**src/rtl/binary_to_bcd_decoder_if.sv**
```systemverilog
// Start/result bundle for the binary-to-BCD decoder.
// The master drives start/binary; the slave answers with ready/done/bcd.
interface binary_to_bcd_decoder_if #(
  parameter int WIDTH  = 8,
  parameter int DIGITS = 3
);
  logic                  start;
  logic [WIDTH-1:0]      binary;
  logic                  ready;
  logic                  done;
  logic [4*DIGITS-1:0]   bcd;

  modport master (output start, output binary, input ready, input done, input bcd);
  modport slave  (input start, input binary, output ready, output done, output bcd);
endinterface

```
**src/rtl/binary_to_bcd_decoder.sv**
```systemverilog
// Sequential double-dabble converter: one input bit per clock.
// Produces packed BCD digits with a one-cycle done pulse.
module binary_to_bcd_decoder #(
  parameter int WIDTH  = 8,
  parameter int DIGITS = 3
) (
  input  logic                     clk,
  input  logic                     rst,
  binary_to_bcd_decoder_if.slave   bus
);

  localparam int CW = $clog2(WIDTH + 1);
  localparam longint unsigned DEC_RANGE = 64'd10 ** DIGITS;
  localparam longint unsigned BIN_MAX   = (64'd1 << WIDTH) - 64'd1;

  generate
    if (WIDTH < 4 || WIDTH > 16) begin : g_bad_width
      $error("binary_to_bcd_decoder: WIDTH must be in 4..16");
    end
    if (DEC_RANGE <= BIN_MAX) begin : g_bad_digits
      $error("binary_to_bcd_decoder: DIGITS too small to hold 2**WIDTH-1");
    end
  endgenerate

  typedef enum logic [1:0] {
    S_IDLE  = 2'd0,
    S_SHIFT = 2'd1,
    S_DONE  = 2'd2
  } state_t;

  state_t                r_state;
  state_t                w_state_next;
  logic [WIDTH-1:0]      r_shift;
  logic [4*DIGITS-1:0]   r_scratch;
  logic [CW-1:0]         r_count;
  logic [4*DIGITS-1:0]   r_bcd;

  logic [4*DIGITS-1:0]   w_adj;
  logic [4*DIGITS-1:0]   w_scratch_next;
  logic [WIDTH-1:0]      w_shift_next;

  // Per-digit add-3 correction; digits never carry into each other.
  generate
    for (genvar gi = 0; gi < DIGITS; gi++) begin : g_adj
      assign w_adj[4*gi +: 4] = (r_scratch[4*gi +: 4] >= 4'd5) ?
                                (r_scratch[4*gi +: 4] + 4'd3) :
                                r_scratch[4*gi +: 4];
    end
  endgenerate

  assign w_scratch_next = {w_adj[4*DIGITS-2:0], r_shift[WIDTH-1]};
  assign w_shift_next   = {r_shift[WIDTH-2:0], 1'b0};

  always_ff @(posedge clk) begin
    if (rst) begin
      r_state   <= S_IDLE;
      r_shift   <= '0;
      r_scratch <= '0;
      r_count   <= '0;
      r_bcd     <= '0;
    end else begin
      r_state <= w_state_next;
      case (r_state)
        S_IDLE: begin
          if (bus.start) begin
            r_shift   <= bus.binary;
            r_scratch <= '0;
            r_count   <= CW'(WIDTH);
          end
        end
        S_SHIFT: begin
          r_shift   <= w_shift_next;
          r_scratch <= w_scratch_next;
          r_count   <= r_count - 1'b1;
          // The last shift lands directly in the result register.
          if (r_count == CW'(1)) begin
            r_bcd <= w_scratch_next;
          end
        end
        default: begin
        end
      endcase
    end
  end

  always_comb begin
    w_state_next = r_state;
    case (r_state)
      S_IDLE:  if (bus.start) w_state_next = S_SHIFT;
      S_SHIFT: if (r_count == CW'(1)) w_state_next = S_DONE;
      S_DONE:  w_state_next = S_IDLE;
      default: w_state_next = S_IDLE;
    endcase
  end

  // Outputs decode only the state register, so nothing reaches them from start/binary.
  always_comb begin
    bus.ready = (r_state == S_IDLE);
    bus.done  = (r_state == S_DONE);
    bus.bcd   = r_bcd;
  end

endmodule

```
**src/flat_wrapper.sv**
```systemverilog
// flat-port wrapper written by rule: the top's interface ports become plain ports
module binary_to_bcd_decoder_flat 
#(
  parameter int WIDTH  = 8,
  parameter int DIGITS = 3
)
  (clk, rst, bus_start, bus_binary, bus_ready, bus_done, bus_bcd);
  binary_to_bcd_decoder_if #(.WIDTH(WIDTH), .DIGITS(DIGITS)) bus_i ();
  input  logic clk;
  input  logic rst;
  input wire logic [$bits(bus_i.start)-1:0] bus_start;
  input wire logic [$bits(bus_i.binary)-1:0] bus_binary;
  output wire logic [$bits(bus_i.ready)-1:0] bus_ready;
  output wire logic [$bits(bus_i.done)-1:0] bus_done;
  output wire logic [$bits(bus_i.bcd)-1:0] bus_bcd;
  assign bus_i.start = bus_start;
  assign bus_i.binary = bus_binary;
  assign bus_ready = bus_i.ready;
  assign bus_done = bus_i.done;
  assign bus_bcd = bus_i.bcd;
  binary_to_bcd_decoder #(.WIDTH(WIDTH), .DIGITS(DIGITS)) u_core (.clk(clk), .rst(rst), .bus(bus_i));
endmodule
```
**config.mk**
```make
export PLATFORM = sky130hd
export DESIGN_NAME = binary_to_bcd_decoder_flat
export DESIGN_NICKNAME = d
export VERILOG_FILES = /design/src/rtl/binary_to_bcd_decoder_if.sv /design/src/rtl/binary_to_bcd_decoder.sv /design/src/flat_wrapper.sv
export SDC_FILE = /design/constraint.sdc
export NUM_CORES = 1
export LEC_CHECK = 0
export CORE_MARGIN = 5
export CORE_UTILIZATION = 54
export CTS_CLUSTER_DIAMETER = 40
export DETAILED_ROUTE_END_ITERATION = 6
export GPL_ROUTABILITY_DRIVEN = 0
export PLACE_DENSITY = 0.82
export SETUP_SLACK_MARGIN = 0.2
export SLEW_MARGIN = 20
export SYNTH_ARGS = -nofsm -noshare
export SYNTH_HDL_FRONTEND = slang
export SYNTH_SLANG_ARGS = --single-unit
```
**constraint.sdc**
```tcl
create_clock -name clk -period 2 [get_ports clk]
set_clock_uncertainty 0.2 [all_clocks]
set_input_delay 0.3 -clock clk [delete_from_list [all_inputs] [get_ports clk]]
set_output_delay 0.3 -clock clk [all_outputs]
set_load 0.05 [all_outputs]
```
==> results.sh, run 1 <==
export IMPL_power_mw=1.588
export IMPL_max_freq_mhz=574.5
export IMPL_power_share_sequential_pct=51.6
export IMPL_wirelength_mm=4.251
export IMPL_vias_per_cell=5.617
export IMPL_cp_num_buf_inv=2
export IMPL_ys_async_sr_fraction_pct=0
export IMPL_cp_data_required_time_ps=1500
export IMPL_cp_top_family="flip-flops"
export IMPL_start_kind="flip-flop"
export IMPL_endpoint="bus_done"
export IMPL_status="finished, final reports clean"
export IMPL_vias=1629
export IMPL_synth_edf_count=0
export IMPL_synth_area_per_cell_um2=8.793
export IMPL_register_area_um2=763.2
export IMPL_post_dp_cell_area_mm2=0.002193
export IMPL_antenna_found_initial=0
export IMPL_syn_area_mm2=0.001899
export IMPL_vdd_drop_max_uv=473.7
export IMPL_muxShareOfSynthArea_pct=2.899
export IMPL_worst_slew_pin_slew_ps=514.7
export IMPL_dp_slack_ps=148.9
export IMPL_ys_flop_type="dfxtp_1"
export IMPL_setup_viol=0
export IMPL_synth_top_family_by_area="compound AO/OA/AOI/OAI gates"
export IMPL_start_util_pct=56.47
export IMPL_insertion_delay_ps=350
export IMPL_drc=0
export IMPL_first_pass_iters=4
export IMPL_synth_simple_area_share_pct=19.70
export IMPL_n_fill_cell=269
export IMPL_hold_viol=0
export IMPL_p_sw_share_pct=27.08
export IMPL_utilization_pct=69.42
export IMPL_max_slew_margin_rel_pct=65.82
export IMPL_period_needed_ps=1741
export IMPL_clock_sinks=38
export IMPL_synthCells=216
export IMPL_ys_seq_elements=38
export IMPL_port_buffers=24
export IMPL_pwr_share_clk_pct=33.2
export IMPL_power_density_mw_per_mm2=680.0
export IMPL_timing_hold_ws_ps=297.3
export IMPL_yosysSeqAreaShare_pct=40.05
export IMPL_period_share_pct=87.04
export IMPL_dp_cells=281
export IMPL_ctsHtreeMaxLevel=2
export IMPL_synth_compound_area_share_pct=23.98
export IMPL_rrSetupSlack_ps=290
export IMPL_crit_arrival_ps=1240
export IMPL_setup_slack_ps=259.3
export IMPL_areaGrowthSynthToFinish_pct=22.92
export IMPL_critical_path_depth=3
export IMPL_synth_fa_ha_area_share_pct=5.270
export IMPL_cts_buffers=5
export IMPL_layout_drive_gt1_share_pct=22.54
export IMPL_maxSlewViolCount=0
export IMPL_fin_cells=290
export IMPL_critical_path_max_stage_delay_ps=390
export IMPL_dpl_hpwl_mm=2.817
export IMPL_synth_xor_area_share_pct=1.383
export IMPL_die_w_um=69.31
export IMPL_grt_pass1_vias=1593
export IMPL_comb_power_share_pct=15.1
export IMPL_p_int_mw=1.158
export IMPL_leakagePower_nw=0.8732
export IMPL_final_area_mm2=0.002335
export IMPL_grt_start_max_net_pins=20
export IMPL_track_usage_pct=17.56
export IMPL_yosys_warnings=0
export IMPL_crit_type="reg -> out"
export IMPL_pin_count=25
export IMPL_yosysUniqueCellTypes=33
export IMPL_tns_ps=0
export IMPL_slowest_stage="dfxtp_2"
export IMPL_synth_area_leader_cell="dfxtp_1"
export IMPL_rsz0062_at_grt="true"
export IMPL_max_cap_viol_count=0
export IMPL_synth_nets=235
export IMPL_synth_area_leaders="dfxtp_1 40%, nor2_1 6.9%, a21oi_1 6.6%"
export IMPL_p_switching_mw=0.4298
export IMPL_multi_input_area_mm2=0.001071
export IMPL_ant_nets=0
export IMPL_core_area_mm2=0.003363
export IMPL_overflow=0
export IMPL_routedWlPerCell_um=14.66
export IMPL_die_area_mm2=0.004803
export IMPL_cts_tree="built"
export IMPL_end_kind="output pin"
export IMPL_regToRegEndpoint="u_core.r_scratch[10]"
export IMPL_clkTransAtPathRegs_ps=130
export IMPL_drt_iter0_drc=90
export IMPL_grt_pass1_wl_mm=6.948
export IMPL_startpoint="u_core.r_state[0]"
export IMPL_die_h_um=69.31
export IMPL_ctsRootBufferMaster="clkbuf_4"
export IMPL_n_antenna_cell=0
export IMPL_cts_hold_buf=0
export IMPL_crit_chain="buf_4 -> nor2b_2 -> buf_12"
export IMPL_crit_fanout=9
export IMPL_reg2regPathDepth=6
export IMPL_rows=21
export IMPL_timing_rr_start="u_core.r_scratch[8]"
export IMPL_fin_nets=262
export IMPL_hold_path_class="reg -> reg"
export IMPL_yosys_area_top_type_share_pct=40.05
export IMPL_cts_max_path_buffers=2
[power groups by stage]
stage / combinational (mW) / clock (mW) / sequential [mW]
floorplan: 0.153 / 0 / 0.843
global placement: 0.232 / 0 / 0.835
detailed placement: 0.237 / 0 / 0.834
CTS: 0.235 / 0.533 / 0.818
global route: 0.263 / 0.565 / 0.823
finish: 0.240 / 0.528 / 0.819
[layout make-up]
cell class | count | area share, %
well taps | 46 | 2.465
clock buffers | 6 | 1.768
inverters | 13 | 2.090
multi-input cells | 150 | 45.87
repair buffers | 35 | 13.50
flip-flops and latches | 38 | 32.69
clock inverters | 2 | 1.608
[cells in the final DEF, fill, tap and decap left out, types with 6 or more instances in the layout]
| cell type | Yosys | final |
|---|---|---|
| nand2b_1 | 12 | 12 |
| buf_4 | 1 | 15 |
| o21ai_0 | 8 | 7 |
| inv_1 | 13 | 13 |
| o22ai_2 | 5 | 6 |
| clkdlybuf4s50_1 | 0 | 10 |
| nor2_1 | 35 | 34 |
| a21oi_1 | 25 | 22 |
| dfxtp_1 | 38 | 36 |
| dlygate4sd2_1 | 0 | 7 |
[sequential cells by signal, summed over array words and instances, names as in the netlist]
| name | count |
|---|---|
| u_core.bus.bcd | 12 |
| u_core.r_scratch | 12 |
| u_core.r_shift | 8 |
| u_core.r_state | 2 |
| u_core.r_count | 4 |
[worst min-delay path by stage]
stage	startpoint	endpoint	slack [ps]	cells past startpoint
floorplan	u_core.r_scratch[11]	u_core.r_scratch[11]	260	2
finish	u_core.r_shift[3]	u_core.r_shift[4]	300	2
global placement	u_core.bus.bcd[6]	u_core.bus.bcd[6]	280	2
CTS	u_core.r_shift[3]	u_core.r_shift[4]	290	2
detailed placement	u_core.r_scratch[11]	u_core.r_scratch[11]	290	2
global route	u_core.r_shift[3]	u_core.r_shift[4]	340	2
[Yosys cell counts, types with 2 or more instances]
cell type / number
a22oi_1: 2
nor2b_1: 5
nand3_1: 3
nor3b_1: 5
o32ai_1: 5
nand3b_1: 5
nor2_1: 35
xnor2_1: 3
a211oi_1: 2
ha_1: 8
buf_2: 3
buf_6: 2
dfxtp_1: 38
mux2_2: 4
a211oi_2: 5
o21ai_0: 8
clkbuf_1: 8
a2111oi_0: 3
a21oi_1: 25
inv_1: 13
nor3_1: 4
o22ai_2: 5
nand2b_1: 12
o221a_2: 4
[cells by family (layout without fill, tap and decap cells)]
kind of cell | count (synthesis) | after routing
AND/OR/NAND/NOR | 72 | 72
AO/OA/AOI/OAI | 62 | 62
flip-flops | 38 | 38
buffers and inverters | 28 | 56
adder cells (fa/ha/maj) | 8 | 8
multiplexers | 5 | 5
XOR/XNOR | 3 | 3
[tightest hold or removal path, cell delays in order, from the launching register on]
cell and delay (ps):
dfxtp_1 330, inv_1 70, a2111oi_0 80
[metal layers]
layer	global-route usage (%)	vias to the layer above	routed length, um
met1	20.20	776	1857
met3	5.652	7	179
met5	0	-	0
met2	29.24	36	2144
li1	-	810	-
met4	8.460	0	69
[timing repair]
action                     CTS  global route
setup endpoints to repair   13             8
setup buffers                0             1
pin swaps                    0             2
gates resized for setup     11            13
Power figures use the tool's default switching activity.
==> inputs of run 2 (changes only) <==
Settings changed: SLEW_MARGIN 20 to not set.
==> results of run 2 <==
Final layout, timing and power as in run 1 (identical DEF).
==> inputs of run 3 (changes only) <==
Settings changed: CORE_ASPECT_RATIO set to 1.25.
==> run 3 against run 2 <==
- cell count fell by 2.8%
- worst setup slack improved by 28 ps
- sequential share of layout area rose by 0.43 points
- largest power group unchanged
==> results.sh, run 3 (synthesis gave the netlist of run 1 again) <==
export IMPL_max_cap_viol_count=0
export IMPL_timing_hold_ws_ps=282.0
export IMPL_die_area_mm2=0.004811
export IMPL_drt_iter0_drc=80
export IMPL_ctsHtreeMaxLevel=2
export IMPL_dp_slack_ps=116.7
export IMPL_cts_buffers=5
export IMPL_clkTransAtPathRegs_ps=70
export IMPL_final_common_cell="dfxtp_1"
export IMPL_ctsRootBufferMaster="clkbuf_8"
export IMPL_die_h_um=76.31
export IMPL_wirelength_mm=3.903
export IMPL_setup_viol=0
export IMPL_cts_max_path_buffers=2
export IMPL_die_w_um=63.05
export IMPL_antenna_found_initial=0
export IMPL_grt_pass1_vias=1486
export IMPL_cts_tree="built"
export IMPL_end_kind="flip-flop"
export IMPL_clock_sinks=38
export IMPL_leakagePower_nw=0.8808
export IMPL_overflow=0
export IMPL_vias_per_cell=5.613
export IMPL_post_dp_cell_area_mm2=0.002195
export IMPL_routedWlPerCell_um=13.84
export IMPL_track_usage_pct=16.68
export IMPL_crit_fanout=5
export IMPL_layout_drive_gt1_share_pct=20.16
export IMPL_grt_pass1_wl_mm=6.534
export IMPL_power_density_mw_per_mm2=690.0
export IMPL_first_pass_iters=4
export IMPL_max_freq_mhz=583.7
export IMPL_areaGrowthSynthToFinish_pct=21.15
export IMPL_period_share_pct=85.66
export IMPL_drc=0
export IMPL_hold_path_class="reg -> reg"
export IMPL_maxSlewViolCount=0
export IMPL_start_kind="flip-flop"
export IMPL_cp_data_required_time_ps=2020
export IMPL_rsz0062_at_grt="true"
export IMPL_start_util_pct=55.00
export IMPL_n_antenna_cell=0
export IMPL_crit_type="reg -> reg"
export IMPL_hold_viol=0
export IMPL_vdd_drop_max_uv=586.7
export IMPL_status="finished, final reports clean"
export IMPL_core_area_mm2=0.003453
export IMPL_mostFrequentLayoutCells="37 x dfxtp_1, 35 x nor2_1, 22 x a21oi_1"
export IMPL_max_slew_margin_rel_pct=67.45
export IMPL_grt_start_max_net_pins=34
export IMPL_cts_hold_buf=0
export IMPL_crit_arrival_ps=1730
export IMPL_pin_count=25
export IMPL_rows=24
export IMPL_setup_slack_ps=286.8
export IMPL_final_area_mm2=0.002301
export IMPL_fin_nets=261
export IMPL_tns_ps=0
export IMPL_port_buffers=24
export IMPL_period_needed_ps=1713
export IMPL_ant_nets=0
export IMPL_worst_slew_pin_slew_ps=490.1
export IMPL_insertion_delay_ps=290
export IMPL_vias=1583
export IMPL_dpl_hpwl_mm=2.703
## run 3: changes by cell type in the layout (fill, tap and decap cells not counted), moves of 3 or more
| cell | change |
|---|---|
| clkbuf_8 | +6 |
| buf_4 | -3 |
| dlygate4sd2_1 | +3 |
| ha_4 | -3 |
| clkbuf_4 | -5 |
| ha_2 | +3 |
## run 3: worst max-delay path: stages (launching register included)
cell and delay [ps]:
dfxtp_1 310, inv_1 110, ha_2 230, nand2b_1 90, a21oi_2 190, mux2_2 370, o22ai_2 130
## run 3: area by class of cell
class                           count  area (um2)
Multi-Input combinational cell    150        1032
Tap cell                           39       48.80
Timing Repair Buffer               34       317.8
Fill cell                         283        1152
Inverter                           13       48.80
Clock buffer                        7       86.33
Clock inverter                      1       5.005
Sequential cell                    38       762.0
## run 3: per-stage QoR
step / utilization [%] / power, mW / instances
global route: 66.63 / 1.667 / 282
floorplan: - / 0.9958 / 216
CTS: 66.09 / 1.602 / 281
global placement: 63.55 / 1.065 / 273
detailed placement: 63.55 / 1.071 / 273
finish: 66.63 / 1.588 / 282
## run 3: metal layers
| layer | track usage, % | part of all wire, % | vias to the layer above | wire, um |
|---|---|---|---|---|
| li1 | - | - | 811 | - |
| met1 | 19.87 | 46 | 725 | 1785 |
| met2 | 27.00 | 47 | 40 | 1820 |
| met3 | 4.425 | 5.6 | 7 | 218 |
| met4 | 8.705 | 2.0 | 0 | 79 |
| met5 | 0 | 0 | - | 0 |
## run 3: power by group
group | internal, mW | total, mW | switching, mW
clock network | 0.278 | 0.534 | 0.257
logic | 0.103 | 0.238 | 0.135
registers | 0.789 | 0.816 | 0.0263
## run 3: path summary, 6_finish.rpt
check	from	end	slack, ps	cells after the start
setup reg to reg	u_core.r_scratch[1]	u_core.bus.bcd[2]	290	6
hold reg to reg	u_core.bus.bcd[6]	u_core.bus.bcd[6]	280	2
setup / recovery	u_core.r_scratch[1]	u_core.bus.bcd[2]	290	6
hold / removal	u_core.bus.bcd[6]	u_core.bus.bcd[6]	280	2
## run 3: timing repair
item | in CTS | in global routing
endpoints found under the setup margin | 12 | 9
buffers inserted | 0 | 1
cloned | 0 | 0
pin swaps | 0 | 1
resized for setup | 13 | 5
